--- src/rtl/fir_l3_serializer.sv ---
// -----------------------------------------------------------------------------
// fir_l3_serializer
//
// Output-side companion to the L=3 parallel FIR core. Each block of three
// output samples y(3k), y(3k+1), y(3k+2) is buffered in a small FIFO and
// re-emitted one sample per cycle on a valid/ready stream, oldest first.
//
// Ports:
//   clk        sole clock, rising-edge
//   reset_n    asynchronous active-low reset (flushes pointers, count, lane)
//   blk_valid  a three-sample block is presented
//   blk_ready  block side may transfer (FIFO not full, registered state only)
//   blk_y0     oldest sample of the block, y(3k)
//   blk_y1     middle sample, y(3k+1)
//   blk_y2     newest sample, y(3k+2)
//   out_valid  out_data holds a valid sample (FIFO not empty)
//   out_ready  downstream accepts the sample this cycle
//   out_data   serial sample, bit-exact copy of the selected lane, 0 when empty
//   fill       blocks held, counting a partially drained head block
// -----------------------------------------------------------------------------
module fir_l3_serializer #(
    parameter int DATA_WIDTH = 64,
    parameter int DEPTH      = 4
) (
    input  logic                       clk,
    input  logic                       reset_n,
    input  logic                       blk_valid,
    output logic                       blk_ready,
    input  logic [DATA_WIDTH-1:0]      blk_y0,
    input  logic [DATA_WIDTH-1:0]      blk_y1,
    input  logic [DATA_WIDTH-1:0]      blk_y2,
    output logic                       out_valid,
    input  logic                       out_ready,
    output logic [DATA_WIDTH-1:0]      out_data,
    output logic [$clog2(DEPTH):0]     fill
);

    localparam int AW = $clog2(DEPTH);
    localparam int CW = AW + 1;
    localparam logic [CW-1:0] FULL_COUNT = CW'(DEPTH);

    // Each entry packs a whole block as {y2, y1, y0}.
    logic [3*DATA_WIDTH-1:0] mem [DEPTH];

    logic [AW-1:0] wr_ptr;
    logic [AW-1:0] rd_ptr;
    logic [CW-1:0] count;
    logic [1:0]    lane;

    logic push;
    logic pop;
    logic pop_last;
    logic [3*DATA_WIDTH-1:0] head;

    // Handshake qualifiers. blk_ready looks only at the registered count, so a
    // full FIFO refuses a push even while its head is finishing lane 2.
    assign blk_ready = (count != FULL_COUNT);
    assign out_valid = (count != '0);
    assign push      = blk_valid && blk_ready;
    assign pop       = out_valid && out_ready;
    assign pop_last  = pop && (lane == 2'd2);
    assign fill      = count;

    // Storage needs no reset: out_data is gated by out_valid, so stale
    // entries can never reach the output.
    always_ff @(posedge clk) begin
        if (push) begin
            mem[wr_ptr] <= {blk_y2, blk_y1, blk_y0};
        end
    end

    // Pointer, occupancy and lane bookkeeping. A lane-2 pop frees the head
    // entry; a simultaneous push and lane-2 pop leave the count unchanged.
    always_ff @(posedge clk or negedge reset_n) begin
        if (!reset_n) begin
            wr_ptr <= '0;
            rd_ptr <= '0;
            count  <= '0;
            lane   <= 2'd0;
        end else begin
            if (push) begin
                wr_ptr <= wr_ptr + AW'(1);
            end
            if (pop) begin
                if (lane == 2'd2) begin
                    lane   <= 2'd0;
                    rd_ptr <= rd_ptr + AW'(1);
                end else begin
                    lane <= lane + 2'd1;
                end
            end
            if (push && !pop_last) begin
                count <= count + CW'(1);
            end else if (pop_last && !push) begin
                count <= count - CW'(1);
            end
        end
    end

    // Output lane select from registered storage and pointers only.
    assign head = mem[rd_ptr];

    always_comb begin
        out_data = '0;
        if (out_valid) begin
            case (lane)
                2'd1:    out_data = head[2*DATA_WIDTH-1:DATA_WIDTH];
                2'd2:    out_data = head[3*DATA_WIDTH-1:2*DATA_WIDTH];
                default: out_data = head[DATA_WIDTH-1:0];
            endcase
        end
    end

endmodule

--- config.mk ---
export PLATFORM = sky130hd
export DESIGN_NAME = fir_l3_serializer
export DESIGN_NICKNAME = d
export VERILOG_FILES = /design/src/rtl/fir_l3_serializer.sv
export SDC_FILE = /design/constraint.sdc
export NUM_CORES = 1
export LEC_CHECK = 0
export BUFFER_PORTS_ARGS = -buffer_cell sky130_fd_sc_hd__clkbuf_2
export CELL_PAD_IN_SITES_DETAIL_PLACEMENT = 1
export CELL_PAD_IN_SITES_GLOBAL_PLACEMENT = 2
export CORE_UTILIZATION = 25
export DETAILED_ROUTE_END_ITERATION = 8
export PLACE_DENSITY = 0.53
export SKIP_CTS_REPAIR_TIMING = 1
export SLEW_MARGIN = 20
export SYNTH_ARGS = -nofsm -noshare
export SYNTH_HDL_FRONTEND = slang
export SYNTH_SLANG_ARGS = --single-unit
--- constraint.sdc ---
create_clock -name clk -period 8.11 [get_ports clk]
set_clock_uncertainty 0.05 [all_clocks]
set_input_delay 2.0275 -clock clk [delete_from_list [all_inputs] [get_ports clk]]
set_output_delay 2.0275 -clock clk [all_outputs]
set_load 0.02 [all_outputs]
==> qor.csv <==
stage;metric;value;unit
outcome;status;completed;
timing;finalCritPeriodShare;0.692;
timing;fin_crit;5.61;ns
clock_tree;clock_latency;0.64;ns
grt;grt-ovfl-total;0;
grt;grt.total_usage;0.129;
min_path;hold_class;flip-flop to flip-flop;
drt;via_per_inst;4.41;
floorplanning;die_area;0.120;mm²
worst_setup_path;crit-reg2reg-launch;fill[0];
worst_setup_path;reg2reg_depth;4;
synthesis;synthCells;1413;
timing;rsz0062_at_grt;false;
synthesis;yosys.cell_types.count;27;
timing;fmax;178;MHz
place;place_inst;3151;
power;leakage;11.8;nW
synthesis;synthesis.nets;1619;
floorplanning;die_x;347;µm
drt;wl_per_cell;23.4;µm
drt;drt_wl_total;77400;µm
place;gp_congestion;0.682;
clock_tree;cts.sinks;777;
drt;drt_pass1_iterations;4;
grt;grt_pass1_vias;16500;
power;ir_worst_vdd;0.000212;V
clock_tree;htree_num_levels;3;
worst_setup_path;cp.arrival;3.53;ns
timing;slew_viol_final;0;
grt;top_usage_layer;met2;
finish;num-nets-final;1913;
synthesis;synth-seq-cells;777;
finish;final-seq-area;0.0233;mm²
place;port_buffers;264;
synthesis;syn_area;0.0298;mm²
synthesis;avgSynthCellArea;21.1;µm²
timing;setup_viol;0;
floorplanning;core_area;0.118;mm²
timing;tightest_slew;0.926;ns
finish;layout-drive-gt1-share;0.311;
finish;multi_input_area;0.00605;mm²
finish;nFillCells;11900;
synthesis;synth.top_cells.by_area;edfxtp_1 (77%), mux4_2 (9.7%), mux2i_1 (4.3%);
drt;post-route-drc-count;0;
drt;vias;14600;
power;p_per_area;399;mW/mm²
flow_run;drv_cap;0;
floorplanning;io_pins;265;
clock_tree;numCtsBuffers;90;
timing;finalHoldViolCount;0;
finish;area_delta_synth_final;20.2;%
finish;finalInstanceArea;0.0358;mm²
worst_setup_path;cp.required;6.03;ns
drt;drt_iter0_drc;828;
place;placed_area;0.0329;mm²
grt;grt_first_pass_wirelength;114000;µm
grt;antenna_found_initial;7;
clock_tree;clockBufferDepth;3;
synthesis;synth_top_area_frac;0.775;
timing;maxSlewHeadroom;0.383;
worst_setup_path;startpoint_type;flip-flop;
floorplanning;start_util;0.252;
worst_setup_path;regToRegSetupSlack;4.98;ns
finish;stdcell_count;3314;
place;post-dp-hpwl;43900;µm
grt;grt_max_degree;124;
clock_tree;clockRootBuffer;clkbuf_16;
floorplanning;die_height;347;µm
clock_tree;cts.clk_slew.worst_paths;0.06;ns
worst_setup_path;critPathMaxFanout;37;
grt;met2_usage;0.223;
floorplanning;row_count;126;
finish;fin_util;0.303;
grt;grt_util_met1;0.162;
worst_setup_path;endpoint;out_data[45];
clock_tree;cts_tree;done;
finish;final_common_cell;edfxtp_1;
grt;use_met3;0.0278;
worst_setup_path;critPathKind;flip-flop to primary output;
timing;setup_tns;0;ns
synthesis;yosysTopAreaCell;edfxtp_1;
power;total_power;14.3;mW
worst_setup_path;r2r_end;mem[0][141];
worst_setup_path;critPathLaunch;rd_ptr[0];
drt;ant_nets;0;
worst_setup_path;end_kind;primary output;
synthesis;ys_seq_area_frac;0.782;
finish;final_cell_mix;edfxtp_1 (768), clkbuf_2 (264), mux4_2 (128), mux2i_1 (128), clkbuf_16 (95);
synthesis;yosys_warnings;0;
min_path;worstHoldStart;fill[2];
worst min-delay path by stage:
stage | to | depth (start not counted)
floorplan | lane[1] | 1
finish | fill[2] | 1
global route | fill[2] | 1
detailed placement | fill[2] | 1
global placement | fill[2] | 1
CTS | fill[2] | 1
cell type report:
| type | instances | area share |
|---|---|---|
| diodes | 1 | 0.0000699 |
| clock inverters | 41 | 0.0114 |
| repair buffers | 287 | 0.0453 |
| flip-flops and latches | 777 | 0.651 |
| multi-input cells | 546 | 0.169 |
| clock buffers | 121 | 0.0692 |
| inverters | 5 | 0.000524 |
| well taps | 1536 | 0.0537 |
synth_stat cells, drive strengths merged:
library cell  instances
nand2b                1
edfxtp              768
ha                    9
fa                    1
xor2                  2
clkbuf               31
mux4                128
mux2i               128
or3                   1
inv                   5
a31oi                64
o22a                 64
nand4                 1
xnor2                 4
nand2                67
and2                  4
dfrtp                 9
mux2                  4
nor2                  2
o21ai                64
buf                  54
a21boi                1
nand3                 1
metrics by stage:
stage               setup slack [ns]  hold WS, ns
floorplan                      0.666        0.456
global placement                3.05        0.482
detailed placement              3.07        0.506
CTS                             2.32        0.514
global route                    2.21        0.527
finish                          2.50        0.512
critical path: stages (launching register included):
cell and delay [ns]:
dfrtp_4 0.87, buf_4 0.78, mux4_2 0.59, o21ai_0 0.30, a31oi_1 0.09, clkbuf_2 0.19
cell families after synthesis:
family | share of synthesized area
adder cells (fa/ha/maj) | 0.00445
AO/OA/AOI/OAI | 0.0433
AND/OR/NAND/NOR | 0.0106
flip-flops | 0.782
multiplexers | 0.141
XOR/XNOR | 0.00177
buffers and inverters | 0.0163
power by group:
| part | switching [mW] | internal, mW | total [mW] |
|---|---|---|---|
| sequential | 0.260 | 5.31 | 5.57 |
| combinational | 3.03 | 1.71 | 4.73 |
| clock | 1.58 | 2.38 | 3.96 |
state kept, by name (all words and copies together), names as in the netlist:
| register | cells |
|---|---|
| mem | 768 |
| rd_ptr | 2 |
| wr_ptr | 2 |
| lane | 2 |
| fill | 3 |
per-layer routing:
layer,vias up,routed length (µm)
met5,-,48
met4,8,1610
met3,106,3030
met2,254,39300
met1,7775,33400
li1,6481,-
No activity file was read; power rests on OpenSTA's default activity.
